==> config.mk <==
export PLATFORM = sky130hd
export DESIGN_NAME = pump_valve_sequencer
export DESIGN_NICKNAME = d
export VERILOG_FILES = /design/src/rtl/pump_valve_sequencer.sv
export SDC_FILE = /design/constraint.sdc
export NUM_CORES = 1
export LEC_CHECK = 0
export ABC_AREA = 0
export CORE_MARGIN = 1.5
export CORE_UTILIZATION = 45
export CTS_CLUSTER_DIAMETER = 200
export CTS_CLUSTER_SIZE = 28
export DETAILED_ROUTE_END_ITERATION = 10
export GPL_ROUTABILITY_DRIVEN = 0
export HOLD_SLACK_MARGIN = 0.06
export PLACE_DENSITY = 0.75
export SYNTH_ARGS = -nofsm -noshare
export SYNTH_HDL_FRONTEND = slang
export SYNTH_SLANG_ARGS = --single-unit
==> constraint.sdc <==
create_clock -name clk -period 4.41 [get_ports clk]
set_input_delay 0.882 -clock clk [delete_from_list [all_inputs] [get_ports clk]]
set_output_delay 0.882 -clock clk [all_outputs]
set_load 0.01 [all_outputs]
==> src/rtl/pump_valve_sequencer.sv <==
// rtl/pump_valve_sequencer.sv - peristaltic pump and routing-valve sequencer with abort and fail-safe closing
// Optional PUMP_SEQ_FLUSH_EN adds cmd_flush: the selected pump is held fully open for the whole PUMP phase.
module pump_valve_sequencer #(
  parameter int N_PUMPS  = 2,
  parameter int N_VALVES = 13,
  parameter int STROKE_W = 8,
  parameter int DIV_W    = 16,
  localparam int PUMP_W  = (N_PUMPS > 1) ? $clog2(N_PUMPS) : 1
) (
  input  logic                 clk,
  input  logic                 rst_n,
  input  logic [DIV_W-1:0]     cfg_div,
  input  logic                 cmd_valid,
  output logic                 cmd_ready,
  input  logic [PUMP_W-1:0]    cmd_pump,
  input  logic [STROKE_W-1:0]  cmd_strokes,
  input  logic                 cmd_reverse,
  input  logic [N_VALVES-1:0]  cmd_valves,
`ifdef PUMP_SEQ_FLUSH_EN
  input  logic                 cmd_flush,
`endif
  input  logic                 abort,
  output logic [3*N_PUMPS-1:0] pump_ctrl,
  output logic [N_VALVES-1:0]  valve_ctrl,
  output logic                 busy,
  output logic                 done,
  output logic                 err,
  output logic [STROKE_W-1:0]  stroke_cnt
);

  typedef enum logic [2:0] {ST_IDLE, ST_SETTLE, ST_PUMP, ST_HOLD, ST_DONE} state_t;

  state_t              state;
  logic [DIV_W-1:0]    div_q;
  logic [DIV_W-1:0]    timer;
  logic [STROKE_W-1:0] strokes_q;
  logic [PUMP_W-1:0]   sel_q;
  logic [2:0]          phase_idx;
  logic [2:0]          phase_cnt;
  logic [2:0]          next_idx;
  logic                rev_q;
  logic                err_q;
  logic                flush_q;
  logic                phase_end;

  function automatic logic [2:0] phase_bits(input logic [2:0] idx, input logic flush);
    logic [2:0] b;
    case (idx)
      3'd0:    b = 3'b110;
      3'd1:    b = 3'b100;
      3'd2:    b = 3'b101;
      3'd3:    b = 3'b001;
      3'd4:    b = 3'b011;
      3'd5:    b = 3'b010;
      default: b = 3'b111;
    endcase
    return flush ? 3'b000 : b;
  endfunction

  // An out-of-range selector matches no pump, so every pump stays closed.
  function automatic logic [3*N_PUMPS-1:0] pump_vec(input logic [PUMP_W-1:0] sel, input logic [2:0] bits);
    logic [3*N_PUMPS-1:0] v;
    v = '1;
    for (int k = 0; k < N_PUMPS; k++) begin
      if (sel == PUMP_W'(k)) v[3*k +: 3] = bits;
    end
    return v;
  endfunction

  assign phase_end = (timer == div_q - DIV_W'(1));

  always_comb begin
    next_idx = 3'd0;
    if (rev_q) next_idx = (phase_idx == 3'd0) ? 3'd5 : phase_idx - 3'd1;
    else       next_idx = (phase_idx == 3'd5) ? 3'd0 : phase_idx + 3'd1;
  end

`ifndef PUMP_SEQ_FLUSH_EN
  assign flush_q = 1'b0;
`endif

  always_ff @(posedge clk or negedge rst_n) begin
    if (!rst_n) begin
      state      <= ST_IDLE;
      div_q      <= DIV_W'(1);
      timer      <= '0;
      strokes_q  <= '0;
      sel_q      <= '0;
      phase_idx  <= '0;
      phase_cnt  <= '0;
      rev_q      <= 1'b0;
      err_q      <= 1'b0;
`ifdef PUMP_SEQ_FLUSH_EN
      flush_q    <= 1'b0;
`endif
      pump_ctrl  <= '1;
      valve_ctrl <= '0;
      cmd_ready  <= 1'b1;
      busy       <= 1'b0;
      done       <= 1'b0;
      err        <= 1'b0;
      stroke_cnt <= '0;
    end else begin
      done <= 1'b0;
      err  <= 1'b0;
      case (state)
        ST_IDLE: begin
          if (cmd_valid) begin
            div_q      <= (cfg_div == '0) ? DIV_W'(1) : cfg_div;
            timer      <= '0;
            strokes_q  <= cmd_strokes;
            sel_q      <= cmd_pump;
            rev_q      <= cmd_reverse;
            phase_idx  <= cmd_reverse ? 3'd5 : 3'd0;
            phase_cnt  <= '0;
            err_q      <= (int'(cmd_pump) >= N_PUMPS);
`ifdef PUMP_SEQ_FLUSH_EN
            flush_q    <= cmd_flush;
`endif
            stroke_cnt <= '0;
            valve_ctrl <= cmd_valves;
            pump_ctrl  <= '1;
            cmd_ready  <= 1'b0;
            busy       <= 1'b1;
            state      <= ST_SETTLE;
          end
        end
        ST_SETTLE: begin
          if (abort) begin
            err_q <= 1'b1;
            timer <= '0;
            state <= ST_HOLD;
          end else if (phase_end) begin
            timer <= '0;
            if (strokes_q == '0) begin
              state <= ST_HOLD;
            end else begin
              pump_ctrl <= pump_vec(sel_q, phase_bits(phase_idx, flush_q));
              state     <= ST_PUMP;
            end
          end else begin
            timer <= timer + DIV_W'(1);
          end
        end
        ST_PUMP: begin
          if (abort) begin
            err_q     <= 1'b1;
            timer     <= '0;
            pump_ctrl <= '1;
            state     <= ST_HOLD;
          end else if (phase_end) begin
            timer <= '0;
            if (phase_cnt == 3'd5 && stroke_cnt + STROKE_W'(1) == strokes_q) begin
              stroke_cnt <= stroke_cnt + STROKE_W'(1);
              pump_ctrl  <= '1;
              state      <= ST_HOLD;
            end else begin
              if (phase_cnt == 3'd5) begin
                phase_cnt  <= '0;
                stroke_cnt <= stroke_cnt + STROKE_W'(1);
              end else begin
                phase_cnt <= phase_cnt + 3'd1;
              end
              phase_idx <= next_idx;
              pump_ctrl <= pump_vec(sel_q, phase_bits(next_idx, flush_q));
            end
          end else begin
            timer <= timer + DIV_W'(1);
          end
        end
        ST_HOLD: begin
          if (phase_end) begin
            timer      <= '0;
            done       <= 1'b1;
            err        <= err_q;
            valve_ctrl <= '0;
            state      <= ST_DONE;
          end else begin
            timer <= timer + DIV_W'(1);
          end
        end
        ST_DONE: begin
          cmd_ready <= 1'b1;
          busy      <= 1'b0;
          state     <= ST_IDLE;
        end
        default: state <= ST_IDLE;
      endcase
    end
  end

endmodule
==> summary.log <==
INFO  route          dr.first_iter.drc_count=318
INFO  power          cellLeakagePower=2.456nW
INFO  critical_path  regToRegEndpoint=valve_ctrl[4]$_DFFE_PN0P_
INFO  sta            fmax=0.2563GHz
INFO  logic_synthesis seq_area_frac_synth=0.4253
INFO  logic_synthesis post_synthesis_compound_gate_area_fraction=0.1764
INFO  critical_path  worst-path-max-fanout=13
INFO  cells_and_area synthToLayoutAreaGrowth=20.35%
INFO  grt            track_usage=0.2249
INFO  floorplanning  die-width=107.4µm
INFO  sta            fin_tns_setup=0ps
INFO  logic_synthesis share_of_synthesized_cell_area_in_full_adder_half_adder_and_majority_cells=0.01530
INFO  grt            overflow=0
INFO  floorplanning  io_pins=74
INFO  sta            clock_skew=8.915ps
INFO  critical_path  cpLargestDelayFamily=simple AND/OR/NAND/NOR gates
INFO  critical_path  arrival_time_at_the_worst_endpoint=4120ps
INFO  clocking       cts.sink_count=83
INFO  place          dp.final_hpwl=8664µm
INFO  hold_path      worstHoldPathType=register to register
INFO  cells_and_area fin_util=0.5645
INFO  logic_synthesis syn-num-nets=633
INFO  power          power_per_cell_area=577.3nW/µm²
INFO  critical_path  critical_path.reg2reg.startpoint=div_q[3]$_DFFE_PN0P_
INFO  critical_path  number_of_stages_on_the_worst_setup_path=8
INFO  clocking       clockBufferDepth=2
INFO  critical_path  critPathKind=register to register
INFO  logic_synthesis combinational_family_with_the_most_area_after_synthesis=simple AND/OR/NAND/NOR gates
INFO  sta            slew_violations=0
INFO  critical_path  worst-r2r-setup-slack=510ps
INFO  route          drt-vias-per-instance=5.717
INFO  cells_and_area finalNetCount=689
INFO  critical_path  startpoint_kind_of_the_worst_setup_timing_path=register
INFO  sta            post-route-worst-setup-slack=508.5ps
INFO  clocking       worst_skew_pair.late_latency=370ps
INFO  clocking       post-cts-setup-buffers=0
INFO  route          routed-via-count=4465
INFO  place          placed_area=5689µm²
INFO  route          detail_route.drc_violations=0
INFO  floorplanning  area_of_the_die=11540µm²
INFO  sta            tightestPinTransition=1048ps
INFO  floorplanning  core_footprint=10460µm²
INFO  floorplanning  core.rowCount=37
INFO  critical_path  timing.critical_path.from=div_q[3]$_DFFE_PN0P_
INFO  critical_path  timing.critical_path.to_type=register
INFO  logic_synthesis synthTopCellsByCount=136 x sky130_fd_sc_hd__nand2_1, 75 x sky130_fd_sc_hd__dfrtp_1, 49 x sky130_fd_sc_hd__o21ai_0, 35 x sky130_fd_sc_hd__nor2_1, 24 x sky130_fd_sc_hd__clkbuf_1
INFO  sta            hold_viol_final=0
INFO  logic_synthesis ys_seq_elements=83
INFO  clocking       cts_made_buffers=9
INFO  logic_synthesis number_of_enable_flip_flop_cells_after_synthesis=0
INFO  run            cap_viol_max_count=0
INFO  place          port_buffers=73
INFO  clocking       clkTransAtPathRegs=80ps
INFO  cells_and_area design_area=5906µm²
INFO  critical_path  endpoint=valve_ctrl[4]$_DFFE_PN0P_
INFO  critical_path  crit_chain=or4_1 -> or4_4 -> a2111oi_4 -> nand3b_2 -> nor4_4 -> nand2_2 -> nor3_2 -> o21ai_0
INFO  grt            first_global_vias=4303
INFO  logic_synthesis yosys.cell_count.top_type=sky130_fd_sc_hd__nand2_1
INFO  clocking       clock_tree_from_tritoncts=built
INFO  clocking       htree_num_levels=3
INFO  critical_path  critPathRequiredTime=4630ps
INFO  critical_path  timing.critical_path.slowest_stage_cell=sky130_fd_sc_hd__or4_1
INFO  sta            grt_setup_unrepaired=false
INFO  grt            wire_length_of_the_first_global_routing_pass=20810µm
INFO  logic_synthesis yosys_warn_count=0
INFO  floorplanning  start_util=0.4690
INFO  sta            slew_headroom=0.3013
INFO  route          totalWireLength=12070µm
INFO  logic_synthesis synth_top_cell_by_area=sky130_fd_sc_hd__dfrtp_1
INFO  logic_synthesis synthSimpleGateAreaFrac=0.2733
INFO  clocking       ctsResizeCount=0
INFO  cells_and_area antenna-diode-count=0
INFO  logic_synthesis synth_area=4907µm²
INFO  route          final_antenna_net_count=0
INFO  critical_path  critical_path.max_stage_delay=670ps
INFO  cells_and_area layout-drive-gt1-share=0.07132
INFO  grt            maximum_number_of_pins_on_one_net_before_global_route_repair=84
INFO  sta            finalCritPeriodShare=0.8847
INFO  power          power.ir.vdd_worst=0.2528mV
INFO  logic_synthesis yosys-mux-area-fraction=0.01300
INFO  logic_synthesis syn_inst=584
INFO  route          drt-pass1-iter-count=5
INFO  logic_synthesis post_synth_main_area_contributors=sky130_fd_sc_hd__dfrtp_1 38%, sky130_fd_sc_hd__nand2_1 10%, sky130_fd_sc_hd__o21ai_0 5.0%
INFO  outcome        run_status=finished clean
INFO  logic_synthesis synthDominantCellAreaShare=0.3825
INFO  clocking       cts_hold_buf=0
INFO  clocking       ctsRootBufferMaster=sky130_fd_sc_hd__clkbuf_8
INFO  grt            number_of_antenna_violations_at_the_first_check_in_global_routing=0
INFO  logic_synthesis synthXorXnorAreaFrac=0.05711
INFO  logic_synthesis post_synth.cell_area_avg=8.403µm²
INFO  logic_synthesis synth.lib_cells_used.distinct=68
INFO  cells_and_area final.fill_count=961
INFO  sta            report.final.setup_viol=0
INFO  critical_path  timing.reg2reg.worst_path_depth=8
INFO  route          wire_per_inst=15.45µm
INFO  floorplanning  die_h=107.4µm
INFO  logic_synthesis synth_async_sr_flop_share=1.000
INFO  place          dpl_worst_slack=486.9ps
INFO  logic_synthesis synth_ff_type=sky130_fd_sc_hd__dfrtp_1
INFO  critical_path  path_buf_inv=0
INFO  sta            post-route-min-period=3901ps
-- worst min-delay path by stage --
stage / from / to / slack (ps) / cells past startpoint
floorplan: err_q$_DFFE_PN0P_ / err$_DFF_PN0_ / 450 / 1
finish: err_q$_DFFE_PN0P_ / err_q$_DFFE_PN0P_ / 490 / 2
CTS: err_q$_DFFE_PN0P_ / err_q$_DFFE_PN0P_ / 500 / 2
detailed placement: err_q$_DFFE_PN0P_ / err$_DFF_PN0_ / 480 / 1
global route: err_q$_DFFE_PN0P_ / err$_DFF_PN0_ / 520 / 1
global placement: err_q$_DFFE_PN0P_ / err$_DFF_PN0_ / 470 / 1
-- state kept, by name, summed over array words and instances, names as in the netlist --
name        count
err             1
phase_idx       3
valve_ctrl     13
strokes_q       8
div_q          16
pump_ctrl       6
err_q           1
phase_cnt       3
timer          16
sel_q           1
busy            1
done            1
stroke_cnt      8
state           3
rev_q           1
cmd_ready       1
-- final cells by class --
type | instances | area [µm²] | area share
timing repair buffer | 75 | 743.2 | 0.1258
clock inverter | 7 | 92.59 | 0.01568
tap | 136 | 170.2 | 0.02881
inverter | 16 | 60.06 | 0.01017
clock buffer | 9 | 123.9 | 0.02097
sequential | 83 | 2087 | 0.3534
multi-input combinational | 455 | 2629 | 0.4451
-- layer usage --
metal | wire, µm | vias up | track usage
met1 | 5663 | 2168 | 0.3120
met4 | 197 | 0 | 0.07613
li1 | - | 2152 | -
met2 | 5624 | 131 | 0.3530
met3 | 584 | 14 | 0.04358
met5 | 0 | - | 0
-- power by group --
part / switching (mW) / internal [mW] / total, mW
combinational: 0.841 / 0.666 / 1.51
clock: 0.286 / 0.316 / 0.602
sequential: 0.291 / 1.01 / 1.30
total: 1.42 / 1.99 / 3.41
-- tightest hold or removal path, stage by stage (launching register included) --
cell and delay (ps):
sky130_fd_sc_hd__dfrtp_1 350, sky130_fd_sc_hd__a21oi_1 40, sky130_fd_sc_hd__nor2_1 70
-- layout by cell type (no fill, tap or decap), drive strengths merged, types with 4 or more instances in the layout --
cell type | Yosys | layout
nand2 | 137 | 137
xor2 | 15 | 15
nor2 | 35 | 35
nand3b | 5 | 5
a211oi | 7 | 7
or3b | 5 | 5
ha | 6 | 6
o211ai | 9 | 9
xnor2 | 17 | 17
nor4 | 12 | 12
nand4 | 4 | 4
nor3b | 4 | 4
and2 | 4 | 4
inv | 16 | 16
clkdlybuf4s50 | 0 | 72
or3 | 4 | 4
o21ai | 49 | 49
nor3 | 22 | 22
a2bb2oi | 4 | 4
dfstp | 8 | 8
clkbuf | 24 | 9
and3 | 9 | 9
nor2b | 8 | 8
dfrtp | 75 | 75
nand3 | 17 | 17
a21oi | 24 | 24
a22oi | 4 | 4
-- logic make-up (layout without fill, tap and decap cells) --
group | count (synthesis) | in the layout
adders and majority gates | 6 | 6
AOI/OAI and AO/OA | 132 | 132
muxes | 6 | 6
xor gates and xnor gates | 32 | 32
and+or+nand+nor | 279 | 279
buffers and inverters | 46 | 107
DFF | 83 | 83
-- through the flow --
step | power (mW) | std cells | hold WS [ps]
3_5_place_dp | 2.802 | 765 | 477.1
3_3_place_gp | 2.739 | 765 | 470.9
4_1_cts | 3.411 | 781 | 499.9
5_1_grt | 3.671 | 781 | 517.6
2_1_floorplan | 2.300 | 584 | 454.4
6_report | 3.409 | 781 | 495.0
No activity file was read; power rests on OpenSTA's default activity.
